[config.mk]
export PLATFORM = sky130hd
export DESIGN_NAME = kw_fifo_pop_stream
export DESIGN_NICKNAME = d
export VERILOG_FILES = /design/src/rtl/kw_fifo_pkg.sv /design/src/rtl/kw_buf2.sv /design/src/rtl/kw_fifo_pop_stream.sv
export SDC_FILE = /design/constraint.sdc
export NUM_CORES = 1
export LEC_CHECK = 0
export CAP_MARGIN = 20
export CORE_MARGIN = 2
export CORE_UTILIZATION = 50
export DETAILED_ROUTE_END_ITERATION = 7
export HOLD_SLACK_MARGIN = 0.03
export PLACE_DENSITY_LB_ADDON = 0.08
export RECOVER_POWER = 50
export SETUP_SLACK_MARGIN = 0.4
export SLEW_MARGIN = 20
export SYNTH_ARGS = -nofsm -noshare
export SYNTH_HDL_FRONTEND = slang
export SYNTH_SLANG_ARGS = --single-unit
[constraint.sdc]
create_clock -name clock -period 2 [get_ports clock]
set_input_delay 0.4 -clock clock [delete_from_list [all_inputs] [get_ports clock]]
set_output_delay 0.4 -clock clock [all_outputs]
set_load 0.005 [all_outputs]
[src/rtl/kw_fifo_pkg.sv]
// -----------------------------------------------------------------------------
// kw_fifo_pkg
// Shared types and constants for the FIFO read-side adapter.
//   POP_BUF_DEPTH    : number of entries in the output buffer
//   pop_level_t      : buffered-word count type (0..2)
//   rd_latency_legal : elaboration-time check of the RAM read latency parameter
// -----------------------------------------------------------------------------
package kw_fifo_pkg;

    localparam int POP_BUF_DEPTH = 2;

    typedef logic [1:0] pop_level_t;

    // Only combinational (0) or single-register (1) RAM reads are supported.
    function automatic bit rd_latency_legal(input int lat);
        return (lat == 0) || (lat == 1);
    endfunction

endpackage

[src/rtl/kw_buf2.sv]
// -----------------------------------------------------------------------------
// kw_buf2
// Two-entry in-order register buffer. The head entry is always the oldest word.
//   clk_i     : clock
//   rst_ni    : asynchronous active-low reset
//   wr_en_i   : append wr_data_i behind the current contents
//   wr_data_i : word to append
//   rd_en_i   : drop the head entry (ignored while empty)
//   flush_i   : synchronous clear, wins over write and read
//   head_o    : oldest buffered word (registered)
//   valid_o   : buffer holds at least one word
//   count_o   : number of buffered words, 0..2
// -----------------------------------------------------------------------------
module kw_buf2
    import kw_fifo_pkg::*;
#(
    parameter int DATA_WIDTH = 16
) (
    input  logic                  clk_i,
    input  logic                  rst_ni,
    input  logic                  wr_en_i,
    input  logic [DATA_WIDTH-1:0] wr_data_i,
    input  logic                  rd_en_i,
    input  logic                  flush_i,
    output logic [DATA_WIDTH-1:0] head_o,
    output logic                  valid_o,
    output pop_level_t            count_o
);

    logic [DATA_WIDTH-1:0] head_q, head_d;
    logic [DATA_WIDTH-1:0] tail_q, tail_d;
    pop_level_t            count_q, count_d;
    logic                  rd_eff;

    assign rd_eff = rd_en_i && (count_q != '0);

    always_comb begin
        head_d  = head_q;
        tail_d  = tail_q;
        count_d = count_q;
        if (flush_i) begin
            count_d = '0;
        end else begin
            case ({wr_en_i, rd_eff})
                2'b10: begin
                    if (count_q == '0) head_d = wr_data_i;
                    else               tail_d = wr_data_i;
                    count_d = count_q + 2'd1;
                end
                2'b01: begin
                    head_d  = tail_q;
                    count_d = count_q - 2'd1;
                end
                2'b11: begin
                    // Simultaneous write and read: level stays, order is kept by
                    // shifting the tail forward before the new word lands.
                    if (count_q == 2'd1) begin
                        head_d = wr_data_i;
                    end else begin
                        head_d = tail_q;
                        tail_d = wr_data_i;
                    end
                end
                default: ;
            endcase
        end
    end

    always_ff @(posedge clk_i or negedge rst_ni) begin
        if (!rst_ni) begin
            head_q  <= '0;
            tail_q  <= '0;
            count_q <= '0;
        end else begin
            head_q  <= head_d;
            tail_q  <= tail_d;
            count_q <= count_d;
        end
    end

    assign head_o  = head_q;
    assign valid_o = (count_q != '0);
    assign count_o = count_q;

endmodule

[src/rtl/kw_fifo_pop_stream.sv]
// -----------------------------------------------------------------------------
// kw_fifo_pop_stream
// Read-side adapter: turns the FIFO controller's pop interface into a
// valid/ready stream. A 2-entry output buffer plus credit-based pop issue
// hides the RAM read latency and sustains one word per cycle.
//   clock        : clock, rising edge
//   reset_n      : asynchronous active-low reset
//   fifo_empty   : FIFO controller level is zero
//   fifo_pop_req : pop request to the FIFO controller
//   fifo_data    : FIFO read data, RD_LATENCY cycles after the pop
//   flush        : synchronous discard of buffered and in-flight words
//   m_valid      : output word valid
//   m_ready      : downstream accepts
//   m_data       : output word (head of buffer)
//   level        : buffered word count, 0..2
// -----------------------------------------------------------------------------
module kw_fifo_pop_stream
    import kw_fifo_pkg::*;
#(
    parameter int DATA_WIDTH = 16,
    parameter int RD_LATENCY = 1
) (
    input  logic                  clock,
    input  logic                  reset_n,
    input  logic                  fifo_empty,
    output logic                  fifo_pop_req,
    input  logic [DATA_WIDTH-1:0] fifo_data,
    input  logic                  flush,
    output logic                  m_valid,
    input  logic                  m_ready,
    output logic [DATA_WIDTH-1:0] m_data,
    output pop_level_t            level
);

    if (!rd_latency_legal(RD_LATENCY)) begin : g_bad_latency
        $fatal(1, "kw_fifo_pop_stream: RD_LATENCY must be 0 or 1");
    end

    logic       inflight_q, inflight_d;
    logic       drop_q, drop_d;
    logic       deq;
    logic       buf_wr;
    logic [2:0] occ;

    assign deq = m_valid && m_ready;

    // Credits: buffered plus in-flight words may never exceed the buffer depth.
    // A same-cycle dequeue frees a slot, which keeps the stream bubble-free.
    assign occ = {1'b0, level} + {2'b00, inflight_q};
    assign fifo_pop_req = reset_n && !fifo_empty && !flush &&
                          ((occ < 3'(POP_BUF_DEPTH)) || deq);

    always_comb begin
        inflight_d = 1'b0;
        drop_d     = 1'b0;
        buf_wr     = 1'b0;
        if (RD_LATENCY == 0) begin
            buf_wr = fifo_pop_req;
        end else begin
            // Exactly one pop can be outstanding, issued in the previous cycle.
            inflight_d = fifo_pop_req;
            // A word already in flight when flush hits is discarded; drop_q
            // masks the write path for the cycle after that flush.
            drop_d     = flush && inflight_q;
            buf_wr     = inflight_q && !drop_q && !flush;
        end
    end

    always_ff @(posedge clock or negedge reset_n) begin
        if (!reset_n) begin
            inflight_q <= 1'b0;
            drop_q     <= 1'b0;
        end else begin
            inflight_q <= inflight_d;
            drop_q     <= drop_d;
        end
    end

    kw_buf2 #(
        .DATA_WIDTH (DATA_WIDTH)
    ) u_buf (
        .clk_i     (clock),
        .rst_ni    (reset_n),
        .wr_en_i   (buf_wr),
        .wr_data_i (fifo_data),
        .rd_en_i   (deq),
        .flush_i   (flush),
        .head_o    (m_data),
        .valid_o   (m_valid),
        .count_o   (level)
    );

endmodule

==> impl_summary.md <==
Outcome
The run finished with clean final reports.

Floorplanning
For this configuration, the core starts out at a cell density of 0.512. The die footprint is between 4000 and 5000 um2. The count of boundary I/O pins is 41. The area of the core is 3610 um2. The floorplan row count is 22.

The die is about 65 um tall. The floorplan step set the die width to 64.8 um.

Finish
The number of antenna cells inserted is 0. The number of nets in the final layout is between 200 and 300. In the final layout, the share of cells above drive strength 1 is 0.392. The cell area after layout is 2910 um2. The layout overhead on the synthesized area is 57.3%. Counting the fill cells in the layout gives 212.

Clock tree
The clock latency on the worst-skew pair is 0.30 ns. In this run the deepest clock path goes through 2 buffers. The H-tree generated during clock tree synthesis spans 2 levels. The TritonCTS clock tree is yes. The post-cts hold buffer count is 0. The cell sitting at the root of the clock tree is a sky130_fd_sc_hd__clkbuf_8. The number of buffers added by the clock tree synthesis step is 5. The number of clock sinks seen by CTS is 36. The clock slew at the register clock pins of the worst setup and hold paths is 0.07 ns.

Routing
The routed metal-1 wirelength is 2160 um. The number of design rule violations left after detail routing is 0. Summing over every cut layer, the via total after detailed routing is 1617.

The wire length on met3 is 206 um. After detailed routing, no signal wire sits above met4. Before antenna repair, the detailed router went through 4 iterations. The routed design uses 2650 um of met2 wire.

The post-route antenna net violation count is 0. The detailed router finished its first iteration with 104 violations. The final routed wire length divided by cell count is roughly 18 um. After detailed routing, the number of vias per cell comes to 5.61. The final wirelength is 5100 um.

STA
The fmax is 0.528 GHz. The minimum period implied by the final worst setup slack is approximately 1.9 ns. The clock skew is 0.00142 ns. Setup violations remaining at the end of the flow were counted as 0. The number of slew-limit violations in the final report is 0. The worst path meets setup with 0.107 ns of slack. Measured against its own limit, the worst slew margin works out to 0.380. The final clock period utilization by the worst path is 0.947.

The final number of hold-violating endpoints was 0. Setup repair after global routing could not meet its margin everywhere. The slew of the pin with the lowest slew margin is 0.930 ns. The setup TNS is 0 ns.

Placed design
The last weighted congestion value of the routability-driven placer is 0.809. The worst setup slack after placement is -0.406 ns. The port buffer count is 40.

The detailed-placement wirelength estimate is 2990 um. The area of placed instances is 2450 um2.

Critical path
The worst setup path is captured at an output port. The worst register-to-register path ends at u_buf.head_o[15]. The length in cells of the worst reg-to-reg path is 9. The arrival time at the worst endpoint is 1.49 ns.

STA puts the critical path data required time at 1.60 ns. The worst flop-to-flop path startpoint is u_buf.count_o[1]. The critical path launch point type is a flop.

For flop-to-flop paths, the worst setup slack is 0.11 ns. The critical path endpoint is m_valid. The class of the most critical setup path is reg -> out.

The largest fanout on the critical path is 4. The beginning of the critical path is u_buf.count_o[1].

Synth
The share of the yosys chip area belonging to registers is 0.487. The mean post-synth cell area is 11.3 um2. The most area-hungry cell type in the Yosys netlist is sky130_fd_sc_hd__dfrtp_1.

Synthesis instantiated 29 different standard cells from the library. The count of state elements after synthesis is 36. In this run the cell area of the synthesized design comes to 1850 um2. Yosys attributes the largest share of cell area to sky130_fd_sc_hd__dfrtp_1 49%, sky130_fd_sc_hd__mux2i_1 8.7%, sky130_fd_sc_hd__mux2_4 8.1%, sky130_fd_sc_hd__mux2_2 4.9%, sky130_fd_sc_hd__o21ai_0 3.8%. The share of synthesized area in the top cell type comes to 0.487. The number of nets in the synthesized netlist is 187. The synthesized instance count is 163. The synthesis warning total is 0.

Power and ir drop
The leakage power is 1.28 nW. The total power consumption of the routed design is 4.02 mW. The maximum VDD drop is 0.805 mV. In this run the power density over the cells is 1380 nW/um2.

Worst hold path
Counting instances, the worst hold path has a depth of 2. In this run the worst hold path is classified as in -> reg.

Global route
The first-pass GRT wire length is 8290 um. The initial antenna violation count is 0. The via count of the first global-routing pass came to 1691.

The global router's overall resource usage is 0.261. The total overflow left after global routing is 0. The pin count of the biggest net entering global routing is 37.

Job
The count of max-cap constraint violations is 0.
cells in the final DEF (no fill, tap or decap), drive strengths merged:
cell	instances
nand2	16
clkinv	1
or2b	1
dlygate4sd2	3
a211oi	1
o21ai	14
clkdlybuf4s50	27
and2	1
nand2b	1
nor2b	2
ha	3
clkbuf	8
mux2	18
inv	3
a21oi	12
nor4b	1
o221ai	2
dlygate4sd3	6
clkdlybuf4s25	1
nor3b	1
nand3b	1
nor2	17
mux2i	16
bufinv	1
o32a	7
a311oi	1
buf	36
dlymetal6s2s	1
dfrtp	36
xnor2	2
cells in the mapped netlist, drive strengths merged:
cell	number
o21ai	14
and2	1
a21oi	12
a211oi	1
or2b	1
buf	5
nor2b	2
nand3b	1
nor4b	1
nand2b	1
nand2	15
mux2i	16
a311oi	1
nor3b	1
clkbuf	3
dfrtp	36
nor2	17
ha	3
inv	3
o221ai	2
o32a	7
xnor2	2
mux2	18
through the flow:
step	hold slack, ns	util	std cells
after detailed placement	0.496	0.679	264
after global placement	0.487	0.679	264
after floorplan	0.104	-	163
final	0.489	0.806	288
after global routing	0.508	0.806	288
after CTS	0.496	0.786	285
cells by family after synthesis:
logic type	Yosys count	synth area share
simple gates	40	0.107
compound gates	37	0.131
flops	36	0.487
mux	34	0.217
buf+inv	11	0.0284
fa+ha+maj	3	0.0203
xor+xnor	2	0.00948
timing repair:
action / 4_1_cts / 5_1_grt
pin swaps: 24 / 1
setup endpoints to repair: 37 / 39
gates cloned: 2 / 0
buffers inserted: 11 / 3
gates resized for setup: 56 / 18
worst min-delay path by stage:
stage,from,end,slack [ns]
after floorplan,reset_n,drop_q,0.10
final,flush,inflight_q,0.49
after detailed placement,u_buf.head_o[3],u_buf.head_o[3],0.50
after global routing,flush,inflight_q,0.51
after global placement,u_buf.tail_q[7],u_buf.tail_q[7],0.49
after CTS,flush,inflight_q,0.50
sequential cells by signal (all words and copies together), names as in the netlist:
register,flops
u_buf.count_o,2
drop_q,1
u_buf.tail_q,16
inflight_q,1
u_buf.head_o,16
power breakdown:
part / switching, mW / internal (mW) / total, mW
clock network: 0.266 / 0.370 / 0.636
logic: 0.870 / 1.29 / 2.16
registers: 0.190 / 1.03 / 1.22
area by class of cell:
| type | count | area (um2) | area share |
|---|---|---|---|
| multi-input combinational | 117 | 1060 | 0.364 |
| tap | 48 | 60.1 | 0.0207 |
| clock inverter | 2 | 35.0 | 0.0120 |
| timing repair buffer | 76 | 768 | 0.264 |
| clock buffer | 6 | 72.6 | 0.0250 |
| inverter | 3 | 13.8 | 0.00473 |
| sequential | 36 | 901 | 0.310 |
per-layer routing:
layer | track usage | vias to the layer above
met5 | 0 | -
met4 | 0.0984 | 0
met3 | 0.0486 | 10
met2 | 0.443 | 44
met1 | 0.331 | 827
li1 | - | 736
worst max-delay path, stage by stage, from the launching register on:
cell and delay (ns):
sky130_fd_sc_hd__dfrtp_1 0.35, sky130_fd_sc_hd__inv_1 0.08, sky130_fd_sc_hd__ha_4 0.18, sky130_fd_sc_hd__buf_4 0.13, sky130_fd_sc_hd__buf_6 0.11, sky130_fd_sc_hd__buf_8 0.12
sky130_fd_sc_hd__buf_12 0.11, sky130_fd_sc_hd__inv_4 0.04, sky130_fd_sc_hd__buf_6 0.08
No activity file was read; power rests on OpenSTA's default activity.
